===== src/rtl/morse_decoder.sv =====
// Morse symbol assembler: dot/dash pulses -> ASCII characters, word gaps -> one space.
// Define MORSE_DIGITS_EN to add the five-symbol digits 0-9 to the decode table.
module morse_decoder #(
  parameter int LETTER_GAP = 8,
  parameter int WORD_GAP   = 20,
  parameter int GAP_W      = 10
) (
  input  logic       clk_i,
  input  logic       rst_ni,
  input  logic       dot_i,
  input  logic       dash_i,
  output logic [7:0] letter_o,
  output logic       letter_valid_o,
  output logic       error_o,
  output logic       busy_o
);

`ifdef MORSE_DIGITS_EN
  localparam logic [2:0] MAXLEN = 3'd5;
`else
  localparam logic [2:0] MAXLEN = 3'd4;
`endif
  localparam logic [GAP_W-1:0] LG  = GAP_W'(LETTER_GAP);
  localparam logic [GAP_W-1:0] WG  = GAP_W'(WORD_GAP);
  localparam logic [GAP_W-1:0] ONE = GAP_W'(1);

  // Returns {hit, ascii}; code holds the newest symbol in the LSB, dash = 1.
  function automatic logic [8:0] morse_lookup(input logic [2:0] len, input logic [4:0] code);
    logic [8:0] r;
    case ({len, code})
      8'b001_00000: r = {1'b1, 8'h45}; // E
      8'b001_00001: r = {1'b1, 8'h54}; // T
      8'b010_00000: r = {1'b1, 8'h49}; // I
      8'b010_00001: r = {1'b1, 8'h41}; // A
      8'b010_00010: r = {1'b1, 8'h4E}; // N
      8'b010_00011: r = {1'b1, 8'h4D}; // M
      8'b011_00000: r = {1'b1, 8'h53}; // S
      8'b011_00001: r = {1'b1, 8'h55}; // U
      8'b011_00010: r = {1'b1, 8'h52}; // R
      8'b011_00011: r = {1'b1, 8'h57}; // W
      8'b011_00100: r = {1'b1, 8'h44}; // D
      8'b011_00101: r = {1'b1, 8'h4B}; // K
      8'b011_00110: r = {1'b1, 8'h47}; // G
      8'b011_00111: r = {1'b1, 8'h4F}; // O
      8'b100_00000: r = {1'b1, 8'h48}; // H
      8'b100_00001: r = {1'b1, 8'h56}; // V
      8'b100_00010: r = {1'b1, 8'h46}; // F
      8'b100_00100: r = {1'b1, 8'h4C}; // L
      8'b100_00110: r = {1'b1, 8'h50}; // P
      8'b100_00111: r = {1'b1, 8'h4A}; // J
      8'b100_01000: r = {1'b1, 8'h42}; // B
      8'b100_01001: r = {1'b1, 8'h58}; // X
      8'b100_01010: r = {1'b1, 8'h43}; // C
      8'b100_01011: r = {1'b1, 8'h59}; // Y
      8'b100_01100: r = {1'b1, 8'h5A}; // Z
      8'b100_01101: r = {1'b1, 8'h51}; // Q
`ifdef MORSE_DIGITS_EN
      8'b101_00000: r = {1'b1, 8'h35};
      8'b101_00001: r = {1'b1, 8'h34};
      8'b101_00011: r = {1'b1, 8'h33};
      8'b101_00111: r = {1'b1, 8'h32};
      8'b101_01111: r = {1'b1, 8'h31};
      8'b101_11111: r = {1'b1, 8'h30};
      8'b101_11110: r = {1'b1, 8'h39};
      8'b101_11100: r = {1'b1, 8'h38};
      8'b101_11000: r = {1'b1, 8'h37};
      8'b101_10000: r = {1'b1, 8'h36};
`endif
      default:      r = 9'h000;
    endcase
    return r;
  endfunction

  logic [4:0]       code_q, code_d;
  logic [2:0]       len_q, len_d;
  logic             ovf_q, ovf_d;
  logic [GAP_W-1:0] gap_q, gap_d;
  logic             spc_armed_q, spc_armed_d;
  logic [7:0]       letter_q, letter_d;
  logic             letter_valid_q, letter_valid_d;
  logic             error_q, error_d;
  logic             busy_q, busy_d;
  logic [GAP_W-1:0] gap_inc_s;
  logic [8:0]       lookup_s;

  // State register
  always_ff @(posedge clk_i or negedge rst_ni) begin
    if (!rst_ni) begin
      code_q         <= 5'd0;
      len_q          <= 3'd0;
      ovf_q          <= 1'b0;
      gap_q          <= '0;
      spc_armed_q    <= 1'b0;
      letter_q       <= 8'h00;
      letter_valid_q <= 1'b0;
      error_q        <= 1'b0;
      busy_q         <= 1'b0;
    end else begin
      code_q         <= code_d;
      len_q          <= len_d;
      ovf_q          <= ovf_d;
      gap_q          <= gap_d;
      spc_armed_q    <= spc_armed_d;
      letter_q       <= letter_d;
      letter_valid_q <= letter_valid_d;
      error_q        <= error_d;
      busy_q         <= busy_d;
    end
  end

  // Next state: symbol append has priority over character close and space emission
  always_comb begin
    code_d         = code_q;
    len_d          = len_q;
    ovf_d          = ovf_q;
    gap_d          = gap_q;
    spc_armed_d    = spc_armed_q;
    letter_d       = letter_q;
    letter_valid_d = 1'b0;
    error_d        = 1'b0;
    gap_inc_s      = (&gap_q) ? gap_q : gap_q + ONE;
    lookup_s       = morse_lookup(len_q, code_q);

    if (dot_i ^ dash_i) begin
      code_d = {code_q[3:0], dash_i};
      if (len_q < MAXLEN) begin
        len_d = len_q + 3'd1;
      end else begin
        ovf_d = 1'b1;
      end
      gap_d = '0;
    end else if (dot_i & dash_i) begin
      ovf_d = 1'b1;
      gap_d = '0;
    end else begin
      gap_d = gap_inc_s;
      // A lone violation (ovf with no symbols) also closes, so busy never sticks.
      if ((gap_inc_s == LG) && ((len_q != 3'd0) || ovf_q)) begin
        if (lookup_s[8] && !ovf_q) begin
          letter_d       = lookup_s[7:0];
          letter_valid_d = 1'b1;
          spc_armed_d    = 1'b1;
        end else begin
          error_d = 1'b1;
        end
        code_d = 5'd0;
        len_d  = 3'd0;
        ovf_d  = 1'b0;
      end else if ((gap_inc_s == WG) && spc_armed_q) begin
        letter_d       = 8'h20;
        letter_valid_d = 1'b1;
        spc_armed_d    = 1'b0;
      end else begin
        spc_armed_d = spc_armed_q;
      end
    end
    busy_d = (len_d != 3'd0) | ovf_d;
  end

  // Outputs come straight from registers
  always_comb begin
    letter_o       = letter_q;
    letter_valid_o = letter_valid_q;
    error_o        = error_q;
    busy_o         = busy_q;
  end

endmodule


===== config.mk =====
export PLATFORM = sky130hd
export DESIGN_NAME = morse_decoder
export DESIGN_NICKNAME = d
export VERILOG_FILES = /design/src/rtl/morse_decoder.sv
export SDC_FILE = /design/constraint.sdc
export NUM_CORES = 1
export LEC_CHECK = 0
export BUFFER_PORTS_ARGS = -buffer_cell sky130_fd_sc_hd__buf_2
export CAP_MARGIN = 25
export CORE_MARGIN = 4
export CORE_UTILIZATION = 30
export DETAILED_ROUTE_END_ITERATION = 16
export GPL_ROUTABILITY_DRIVEN = 0
export SLEW_MARGIN = 20
export SYNTH_ARGS = -nofsm -noshare
export SYNTH_HDL_FRONTEND = slang
export SYNTH_SLANG_ARGS = --single-unit

===== constraint.sdc =====
create_clock -name clk_i -period 4.2 [get_ports clk_i]
set_input_delay 0.63 -clock clk_i [delete_from_list [all_inputs] [get_ports clk_i]]
set_output_delay 0.63 -clock clk_i [all_outputs]
set_load 0.05 [all_outputs]

# Word level (Yosys, flattened, before mapping)
# Index checks and enable logic that the tools add are counted.
# classes
add_sub_neg,2
magnitude_cmp,1
eq_ne,30
n_mux,30
bitwise_logic,5
n_reduce_logical,12
# op_table
op,count
$pmux 9 s26,1
$eq 8x7->1 const B,12
$eq 8x8->1 const B,12
$mux 10,3
$mux 8,3
$eq 8x6->1 const B,2
$mux 1,16
$mux 5,3
$mux 3,4
$add 10x1->10 const B,1
$eq 10x4->1 const B,1
$eq 10x5->1 const B,1
$reduce_and 10->1,1
$reduce_bool 3->1,2
$reduce_and 4->1,1
$reduce_bool 2->1,2
$add 3x1->3 const B,1
$logic_and 1x1->1,3
$lt 3x3->1 const B,1
$ne 2x1->1 const B,1
$ne 2x2->1 const B,1
$not 1->1,2
$reduce_and 2->1,1
$and 1x1->1,1
4 further kinds,4
# word_totals
regBits,31
wordCells,89

# Longest topological paths before layout
# Gate-level depths: netlist of the first run.
# depth
word_depth,9
depth_mapped,8
ltp_nobuf,7

# Least setup slack after synthesis of the first run
# Ideal clock, no wire load.
# synth_path
path_kind,reg-to-reg
startpoint,register gap_q[0]
endpoint,"register busy_q, in the netlist busy_o"
setup_ns,0.134
arrival_time_ns,2.296
required_time_ns,4.066
setup_slack_ns,1.770
path_stages_with_launch,8
path_buffers,0
synth_period_minus_slack_ns,2.430
cell_sequence,dfrtp_1 > ha_1 > and3_4 > a2111oi_2 > a31oi_1 > or4_1 > o211ai_1 > nand4b_1
# synth_via
elab_chain_cells,9
# synth_lines
item,line_no,rtl
from (decl),77,"logic [GAP_W-1:0] gap_q, gap_d;"
from (signal assigned),102,gap_q <= gap_d;
$add 10x1->10 or $reduce_and 10->1 (tied branches),121,gap_inc_s = (&gap_q) ? gap_q : gap_q + ONE;
$mux 10 (*),121,
$eq 10x4->1 (*),138,if ((gap_inc_s == LG) && ((len_q != 3'd0) || ovf_q)) begin
$logic_and 1x1->1 (*),138,
$mux 3,138,
$mux 3,132,end else if (dot_i & dash_i) begin
$mux 3,124,if (dot_i ^ dash_i) begin
$reduce_bool 3->1,157,busy_d = (len_d != 3'd0) | ovf_d;
$or 1x1->1 (*),157,
via busy_d,82,"logic busy_q, busy_d;"
to (signal assigned),107,busy_q <= busy_d;
to (decl),82,
# Mark *: on every way through the listed nets, which the timed path passes. The rest lies on a longest branch.
# A chain may end at the register's enable or synchronous reset.

# Worst setup path in the final report of the first run
# layout_path
startpoint,register gap_q[0]
endpoint,register code_q[4]
# layout_via
elab_chain_cells,6
# layout_lines
item,line_no,rtl
$add 10x1->10 or $reduce_and 10->1 (tied branches),121,
$mux 10 (*),121,
$eq 10x4->1 (*),138,
$logic_and 1x1->1 (*),138,
$reduce_bool 2->1 (no source line) (*),-,
$reduce_and 2->1 (no source line) (*),-,
to (signal assigned),99,code_q <= code_d;
to (decl),74,"logic [4:0] code_q, code_d;"
# Mark *: on every way between the ends. The rest lies on a longest branch, timed or not.

==> results of run 1 <==
[worst register-to-register path, delay by kind of cell, from the launching register on]
kind            cells  cell delay, ps
compound gates      2             450
fa+ha+maj           1             360
flops               1             490
simple gates        3            1260
[state kept, by name (all words and copies together), names as in the netlist]
signal and count:
ovf_q 1, len_q 3, letter_valid_o 1, letter_o 7, error_o 1, gap_q 10
code_q 5, spc_armed_q 1, busy_o 1
[kinds of logic (layout without fill, tap and decap cells)]
group           Yosys count  count (layout)  synth area share (%)
simple gates             95              95                  26.0
compound gates           78              78                  25.7
buf+inv                  35              37                  6.96
flops                    30              30                  35.1
fa+ha+maj                 6               6                  3.51
xor+xnor                  5               5                  2.05
other cells               1               1                 0.175
mux                       1               1                 0.527
[metrics by stage]
step	instances	utilization [%]	setup slack, ps	hold slack, ps	area, um2
detailed placement	341	32.5	1470	490	2230
floorplan	251	-	1770	334	2140
global placement	341	32.5	1570	481	2230
CTS	349	33.9	1470	410	2330
global route	349	33.9	1230	439	2330
finish	349	33.9	1490	383	2330
[power breakdown]
group / total, mW / switching [mW] / internal [mW]
Sequential: 0.430 / 0.112 / 0.318
Clock: 0.246 / 0.114 / 0.132
Combinational: 0.285 / 0.159 / 0.126
Total: 0.961 / 0.385 / 0.576
[placed cells by master, fill, tap and decap left out, types with 2 or more instances in the layout]
| cell | Yosys | final |
|---|---|---|
| xnor2_1 | 2 | 2 |
| nand3_1 | 3 | 3 |
| a32oi_1 | 2 | 2 |
| o221ai_1 | 2 | 2 |
| nand2_1 | 13 | 13 |
| o211a_4 | 2 | 2 |
| dfrtp_1 | 30 | 30 |
| a21oi_1 | 11 | 11 |
| and4_1 | 3 | 3 |
| xor2_1 | 3 | 3 |
| a211oi_1 | 5 | 5 |
| o2111ai_1 | 2 | 2 |
| and2_1 | 4 | 4 |
| or4b_1 | 2 | 2 |
| nand2b_1 | 4 | 4 |
| inv_1 | 16 | 16 |
| o21bai_1 | 2 | 2 |
| nor2b_1 | 5 | 5 |
| nor4_1 | 2 | 2 |
| nand4b_1 | 2 | 2 |
| nor3b_1 | 4 | 4 |
| buf_2 | 5 | 13 |
| nand4_1 | 7 | 7 |
| a31oi_1 | 5 | 5 |
| or2_2 | 3 | 3 |
| nor3_1 | 10 | 10 |
| a21boi_0 | 2 | 2 |
| or3_1 | 3 | 3 |
| ha_1 | 6 | 6 |
| a22oi_1 | 6 | 6 |
| nand3b_1 | 3 | 3 |
| o21ai_0 | 21 | 21 |
| nor2_1 | 19 | 19 |
| clkbuf_8 | 0 | 6 |
| and3_1 | 2 | 2 |
| o31ai_1 | 2 | 2 |
| o211ai_1 | 3 | 3 |
[layer usage]
metal | GRT usage, % | vias up | share of wire, %
li1 | - | 924 | -
met1 | 16.3 | 906 | 48
met2 | 17.9 | 66 | 45
met3 | 2.36 | 7 | 5.1
met4 | 4.95 | 0 | 1.9
met5 | 0 | - | 0
[worst paths after layout]
kind                              from     endpoint  slack (ps)  cells after the start
setup / recovery              gap_q[0]    code_q[4]        1490                      6
hold / removal                  rst_ni  letter_o[1]         380                      1
setup reg to reg              gap_q[0]    code_q[4]        1490                      6
hold reg to reg            letter_o[5]  letter_o[5]         510                      1
max in group asynchronous       rst_ni     len_q[2]        3370                      1
min in group clk_i         letter_o[5]  letter_o[5]         510                      1
[cell type report]
cell class / count / area (um2) / area share, %
multi-input combinational: 186 / 1240 / 53.3
sequential: 30 / 751 / 32.3
tap: 96 / 120 / 5.16
clock buffer: 7 / 86.3 / 3.71
timing repair buffer: 13 / 65.1 / 2.80
inverter: 16 / 60.1 / 2.58
clock inverter: 1 / 5.00 / 0.215
==> key figures, run 1 <==
Yosys
  • Syn Std Cell Area: 0.00214 mm2
  • Avg Synthesized Cell Area: 8.52 um2
  • Syn Nets: 261
  • Synth Instances: 251
  • Cell with the most instances after synthesis: dfrtp_1
  • Netlist cell types: 60
  • EDFF count, synth: 0
  • Synth async-reset ratio: 100%
  • Sequential-to-total area share from yosys stat: 35.1%
  • Area share of the largest cell type after synthesis: 35.1%
  • Yosys warnings: 0
  • Main area contributors after synthesis: dfrtp_1, o21ai_0, ha_1
  • Main synth FF type: dfrtp_1
  • Synth Register Bits: 30
  • Synth cell count leaders: dfrtp_1, o21ai_0, nor2_1
  • Synth area leader: dfrtp_1

Floorplan
  • Area of the die: 0.00854 mm2
  • Die Span X: 92.4 um
  • # IOs: 15
  • Core ar.: 0.00687 mm2
  • Initial core utilization: 31.1%
  • Row count: 30
  • Die Ht: 92.4 um

Power and ir drop
  • P per Cell Area: 413 mW/mm2
  • Peak supply drop: 0.124 mV
  • Total power: 961 uW
  • Leak Pwr: 0.954 nW

Cells and area
  • Nets: 262
  • Fillers: 723
  • Layout cell share with drive strength beyond 1: 12.3%
  • # diodes: 0
  • Synthesis-to-finish area growth: 8.78%

Critical path
  • Critical Path Start Type: register
  • Worst path required time: 4330 ps
  • Critical-path top delay cell: nor4_1
  • Worst Path Buf+Inv: 0
  • Crit path kind: reg2reg
  • Worst path cell trace: ha_1 -> nand3_1 -> nor2_1 -> a31oi_1 -> nor4_1 -> o21ai_0
  • Slowest cell delay on critical path: 800 ps
  • CP top delay family: simple AND/OR/NAND/NOR gates
  • Critical Path AT: 2850 ps
  • Crit Path Max Fanout: 8
  • Critical path capture point type: register

Clocking
  • CTS buffer count: 5
  • Worst-Skew Late Latency: 290 ps
  • Root Driver: clkbuf_8
  • Htree depth: 2
  • Clock slew at reported path FFs: 70 ps
  • Number of setup buffers added after CTS: 0
  • Clock Sinks: 30
  • Buffer depth of the longest clock path: 2
  • CTS tree: yes
  • Resize count post-CTS: 0
  • Cts hold-fix bufs: 0

Global routing
  • Initial antenna violation count: 0
  • Vias in the first global route: 1656
  • GRT Resource Usage Total: 11.8%
  • First-pass GRT wire length: 8.11 mm
  • GR Overflow Total: 0
  • Largest net degree at the start of global routing: 31

Min path
  • Worst min path class: in2async

STA
  • Slew @ Worst Pin: 858 ps
  • Slew margin rel.: 42.2%
  • Final hold violation count: 0
  • FMAX: 369 MHz
  • Final period utilization: 64.6%
  • Final setup vio count: 0
  • Max Slew Vio Count: 0
  • Setup TNS: 0 ps
  • RSZ-0062 raised after global routing: false
  • Worst Skew: 4.13 ps
  • Clock period minus worst slack: 2710 ps

Status
  • Outcome: completed

Drt
  • Mean routed wirelength per cell: 14.5 um
  • Via/cell ratio: 5.45
  • Via count: 1903
  • Iteration count of the initial detailed-routing pass: 5
  • Post-route DRC: 0
  • Antenna viol nets, final: 0
  • Initial drt markers: 155
  • Drt total wl: 5.06 mm

Placed design
  • Detailed Place HPWL: 3.54 mm
  • Number of buffers added on ports: 13

Flow run
  • Max Cap Viol: 0
Note: power is estimated with default switching activity, not from simulation.
==> run 2, diff against run 1 <==
==> constraint.sdc (replaced) <==
create_clock -name clk_i -period 2.35 [get_ports clk_i]
set_input_delay 0.3525 -clock clk_i [delete_from_list [all_inputs] [get_ports clk_i]]
set_output_delay 0.3525 -clock clk_i [all_outputs]
set_load 0.05 [all_outputs]
==> key figures, run 2 (same netlist as run 1, synthesis figures left out) <==
Global routing
  • GRT Resource Usage Total: 12.4% (+0.59 points)
  • GRT Max-Usage Layer: met2
  • Met3 Use GR: 1.87% (-0.49 points)
  • M1 GR Usage: 17.5% (+1.2 points)
  • First-pass GRT wire length: 8.80 mm (+8.4%)
  • GR Overflow Total: 0 (unchanged)
  • Initial antenna violation count: 0 (unchanged)
  • Vias in the first global route: 1874 (+13%)
  • Global routing usage on met2: 19.0% (+1.1 points)
  • Largest net degree at the start of global routing: 31 (unchanged)

STA
  • RSZ-0062 raised after global routing: true
  • Worst Skew: 7.57 ps (+3.44 ps)
  • Max Slew Vio Count: 0 (unchanged)
  • Final hold violation count: 0 (unchanged)
  • Final period utilization: 96.1% (+31 points)
  • Clock period minus worst slack: 2260 ps (-455 ps)
  • Slew @ Worst Pin: 671 ps (-187 ps)
  • FMAX: 443 MHz (+20%)
  • Slew margin rel.: 55.3% (+13 points)
  • Final setup vio count: 0 (unchanged)
  • Hold slack final: 99.9 ps (-283 ps)
  • PnR worst setup slack: 92.1 ps (-1400 ps)

Placed design
  • Number of buffers added on ports: 13 (unchanged)
  • DP Area: 0.00238 mm2 (+6.7%)
  • Setup WS pre-CTS: 12.3 ps (-1460 ps)
  • Detailed Place HPWL: 3.74 mm (+5.6%)
  • Placed Cells: 360 (+5.6%)

Floorplan
  • Row count: 30 (unchanged)
  • # IOs: 15 (unchanged)
  • Core ar.: 0.00687 mm2 (unchanged)
  • Area of the die: 0.00854 mm2 (unchanged)
  • Die Span X: 92.4 um (unchanged)
  • Die Ht: 92.4 um (unchanged)
  • Initial core utilization: 31.1% (unchanged)

Drt
  • Iteration count of the initial detailed-routing pass: 4 (-1)
  • Antenna viol nets, final: 0 (unchanged)
  • Via/cell ratio: 5.37 (-1.4%)
  • Via count: 1994 (+4.8%)
  • Mean routed wirelength per cell: 14.3 um (-1.2%)
  • Drt total wl: 5.31 mm (+5.0%)
  • Initial drt markers: 73 (-53%)
  • Post-route DRC: 0 (unchanged)

Clocking
  • Clock slew at reported path FFs: 70 ps (about the same)
  • Root Driver: clkbuf_8
  • CTS tree: yes
  • Htree depth: 2 (unchanged)
  • Cts hold-fix bufs: 0 (unchanged)
  • Worst-Skew Late Latency: 290 ps (about the same)
  • Clock Sinks: 30 (unchanged)
  • CTS buffer count: 5 (unchanged)
  • Buffer depth of the longest clock path: 2 (unchanged)

Critical path
  • Critical path capture point type: register
  • Slowest cell delay on critical path: 510 ps (-290 ps)
  • Crit path kind: reg2reg
  • Critical Path Start Type: register
  • Crit Path Max Fanout: 4 (-4)
  • Worst path required time: 2500 ps (-1830 ps)
  • Critical-path top delay cell: or4_4
  • CP top delay family: simple AND/OR/NAND/NOR gates
  • Critical Path AT: 2400 ps (-450 ps)
  • Worst path cell trace: ha_2 -> and3_4 -> a2111oi_4 -> a31oi_4 -> or4_4 -> o211ai_1 -> nand4b_1
  • Worst Path Buf+Inv: 0 (unchanged)

Cells and area
  • Design Area, Final: 0.00256 mm2 (+10%)
  • Synthesis-to-finish area growth: 19.8%
  • Util after Layout: 37.3% (+3.4 points)
  • Commonest non-fill, non-tap cell in the layout: dfrtp_1
  • Commonest non-fill, non-tap cells in the layout: dfrtp_1, buf_4, o21ai_0
  • Max reg flops: 10 (unchanged)
  • Top reg by flops: gap_q
  • Layout Cells excl Fill: 371 (+6.3%)
  • Nets: 284 (+8.4%)
  • # diodes: 0 (unchanged)
  • Layout cell share with drive strength beyond 1: 23.6% (+11 points)

Status
  • Outcome: completed

Power and ir drop
  • Leak Pwr: 1.07 nW (+12%)
  • P per Cell Area: 720 mW/mm2 (+74%)
  • Peak supply drop: 0.229 mV (+84%)

Min path
  • Worst min path class: in2async

Flow run
  • Max Cap Viol: 0 (unchanged)
==> run 2: cell types whose count changed in the layout (fill, tap and decap cells not counted), sizes merged <==
cell | before | now
buf | 13 | 35
==> run 2: stage by stage <==
stage	TNS, ps	power (mW)
floorplan	0	1.17
global placement	0	1.39
detailed placement	0	1.39
CTS	0	1.84
global route	-44.4	1.97
finish	0	1.84
==> run 2: final cells by class <==
type	count	area [um2]
Tap cell	96	120
Multi-Input combinational cell	186	1300
Clock buffer	7	86.3
Clock inverter	1	5.00
Sequential cell	30	757
Timing Repair Buffer	35	230
Fill cell	705	4310
Inverter	16	60.1
==> run 2: routing by layer <==
metal	wire, um	up-vias
li1	-	966
met1	2580	960
met2	2440	58
met3	204	10
met4	84	0
met5	0	-
==> run 2: power breakdown <==
group / internal, mW / total, mW / switching, mW / leakage [nW]
clock: 0.236 / 0.440 / 0.204 / 0.0482
combinational: 0.320 / 0.757 / 0.436 / 0.669
sequential: 0.571 / 0.647 / 0.0768 / 0.348
total: 1.13 / 1.84 / 0.717 / 1.07
==> run 2: path summary, 6_finish.rpt <==
kind / from / end / slack, ps / cells past startpoint
hold reg to reg: letter_o[5] / letter_o[5] / 510 / 1
setup / recovery: gap_q[0] / busy_o / 90 / 7
hold / removal: rst_ni / code_q[1] / 100 / 1
max in group asynchronous: rst_ni / gap_q[6] / 1780 / 1
setup reg to reg: gap_q[0] / busy_o / 90 / 7
min in group clk_i: letter_o[5] / letter_o[5] / 510 / 1
==> run 2: timing repair <==
item | CTS | global route
resized for setup | 2 | 12
endpoints found under the setup margin | 1 | 14
endpoints found under the hold margin | 0 | 0
pin swaps | 0 | 5
setup buffers | 0 | 3
==> run 3, diff against run 2 <==
--- a/config.mk
+++ b/config.mk
@@ -8,9 +8,11 @@
 export BUFFER_PORTS_ARGS = -buffer_cell sky130_fd_sc_hd__buf_2
 export CAP_MARGIN = 25
 export CORE_MARGIN = 4
-export CORE_UTILIZATION = 30
+export CORE_UTILIZATION = 54
+export CTS_BUF_LIST = sky130_fd_sc_hd__clkbuf_16
 export DETAILED_ROUTE_END_ITERATION = 16
 export GPL_ROUTABILITY_DRIVEN = 0
+export PLACE_DENSITY = 0.75
 export SLEW_MARGIN = 20
 export SYNTH_ARGS = -nofsm -noshare
 export SYNTH_HDL_FRONTEND = slang
==> key figures, run 3 (same netlist as run 1, synthesis figures left out) <==
STA
  • Slew margin rel.: 55.6% (+0.34 points)
  • Slew @ Worst Pin: 666 ps (-5.13 ps)
  • Final period utilization: 96.7% (+0.62 points)
  • FMAX: 440 MHz (-0.64%)
  • Clock period minus worst slack: 2270 ps (+14.6 ps)
  • Final setup vio count: 0 (unchanged)
  • Final hold violation count: 0 (unchanged)
  • Max Slew Vio Count: 0 (unchanged)
  • Hold slack final: 107 ps (+6.95 ps)
  • Worst Skew: 9.93 ps (+2.36 ps)

Global routing
  • Vias in the first global route: 1837 (-2.0%)
  • GRT Resource Usage Total: 21.2% (+8.8 points)
  • Initial antenna violation count: 0 (unchanged)
  • First-pass GRT wire length: 8.58 mm (-2.4%)
  • GR Overflow Total: 0 (unchanged)
  • Largest net degree at the start of global routing: 31 (unchanged)

Drt
  • Initial drt markers: 245 (+240%)
  • Drt total wl: 5.25 mm (-1.1%)
  • Mean routed wirelength per cell: 16.3 um (+14%)
  • Via count: 2005 (+0.55%)
  • Post-route DRC: 0 (unchanged)
  • Antenna viol nets, final: 0 (unchanged)
  • Via/cell ratio: 6.23 (+16%)
  • Iteration count of the initial detailed-routing pass: 5 (+1)

Floorplan
  • Die Ht: 70.9 um (-23%)
  • Row count: 22 (-27%)
  • # IOs: 15 (unchanged)
  • Die Span X: 70.9 um (-23%)
  • Initial core utilization: 57.1% (+26 points)
  • Area of the die: 0.00503 mm2 (-41%)
  • Core ar.: 0.00374 mm2 (-46%)

Cells and area
  • Util after Layout: 68.0% (+31 points)
  • Commonest non-fill, non-tap cells in the layout: dfrtp_1, o21ai_0, buf_4
  • Synthesis-to-finish area growth: 19.1%
  • # diodes: 0 (unchanged)
  • Layout cell share with drive strength beyond 1: 23.7% (+0.086 points)
  • Commonest non-fill, non-tap cell in the layout: dfrtp_1
  • Max reg flops: 10 (unchanged)
  • Design Area, Final: 0.00255 mm2 (-0.59%)
  • Nets: 283 (-0.35%)
  • Top reg by flops: gap_q

Critical path
  • Critical path capture point type: register
  • Worst Path Buf+Inv: 0 (unchanged)
  • Critical Path Start Type: register
  • Worst path required time: 2490 ps (about the same)
  • Crit path kind: reg2reg
  • Slowest cell delay on critical path: 570 ps (+60 ps)
  • Critical Path AT: 2410 ps (about the same)
  • Worst path cell trace: nand3_1 -> nor3_2 -> mux2_2 -> or4_4 -> o211ai_1 -> nand4b_1
  • Critical-path top delay cell: or4_4
  • Crit Path Max Fanout: 9 (+5)
  • CP top delay family: simple AND/OR/NAND/NOR gates

Placed design
  • Number of buffers added on ports: 13 (unchanged)
  • DP Area: 0.00233 mm2 (-2.2%)
  • Detailed Place HPWL: 3.62 mm (-3.0%)

Min path
  • Worst min path class: in2async

Clocking
  • Worst-Skew Late Latency: 280 ps (about the same)
  • Clock Sinks: 30 (unchanged)
  • CTS buffer count: 5 (unchanged)
  • Htree depth: 2 (unchanged)
  • Clock slew at reported path FFs: 50 ps (-20 ps)
  • Buffer depth of the longest clock path: 2 (unchanged)
  • Cts hold-fix bufs: 0 (unchanged)
  • CTS tree: yes
  • Root Driver: clkbuf_16

Power and ir drop
  • P per Cell Area: 798 mW/mm2 (+11%)
  • Leak Pwr: 1.08 nW (+1.1%)
  • Total power: 2.03 mW (+10%)
  • Peak supply drop: 0.531 mV (+130%)

Flow run
  • Max Cap Viol: 0 (unchanged)

Status
  • Outcome: completed
==> run 3: changes by cell type in the layout (fill, tap and decap cells not counted) <==
| cell | change |
|---|---|
| nor4_2 | +1 |
| clkinv_1 | +1 |
| clkinvlp_4 | +1 |
| clkbuf_16 | +5 |
| mux2_2 | +1 |
| clkbuf_8 | -6 |
| buf_4 | -1 |
| nor4_1 | -1 |
| mux2_4 | -1 |
| clkbuf_1 | -1 |
==> run 3: path summary, 6_finish.rpt <==
path | startpoint | to | slack [ps] | cells after the start
worst max-delay path | gap_q[6] | busy_o | 80 | 6
worst min-delay path | rst_ni | letter_o[3] | 110 | 1
worst max register to register | gap_q[6] | busy_o | 80 | 6
worst min register to register | letter_o[5] | letter_o[5] | 490 | 1
max in group asynchronous | rst_ni | gap_q[6] | 1770 | 1
min in group clk_i | letter_o[5] | letter_o[5] | 490 | 1
==> run 3: where the power goes <==
group / switching, mW / total [mW] / internal [mW] / leakage [nW]
clock network: 0.227 / 0.613 / 0.385 / 0.0672
registers: 0.0753 / 0.647 / 0.572 / 0.348
logic: 0.439 / 0.772 / 0.333 / 0.663
==> run 3: per-layer routing <==
layer / wire length, um / GRT usage [%] / vias to the layer above / share of wire, %
li1: - / - / 972 / -
met3: 321 / 4.69 / 7 / 6.1
met5: 0 / 0 / - / 0
met2: 2480 / 32.3 / 66 / 47
met4: 76 / 7.72 / 0 / 1.4
met1: 2380 / 29.6 / 960 / 45
==> run 3: what timing repair did <==
action | 4_1_cts | 5_1_grt
hold endpoints to repair | 0 | 0
setup endpoints to repair | 0 | 14
setup buffers | 0 | 1
gates resized for setup | 0 | 14
==> run 3: layout make-up <==
class                           count  area [um2]
Inverter                           16        60.1
Timing Repair Buffer               34         223
Tap cell                           48        60.1
Fill cell                         322        1200
Sequential cell                    30         757
Clock inverter                      3        16.3
Clock buffer                        5         125
Multi-Input combinational cell    186        1310
==> run 3: stage by stage <==
| stage | instances | worst slack (ps) | setup TNS [ps] |
|---|---|---|---|
| 3_5_place_dp | 313 | -3.48 | -3.48 |
| 5_1_grt | 322 | -37.8 | -64.6 |
| 2_1_floorplan | 251 | 7.72 | 0 |
| 4_1_cts | 321 | 3.94 | 0 |
| 3_3_place_gp | 313 | 79.0 | 0 |
| 6_report | 322 | 77.6 | 0 |
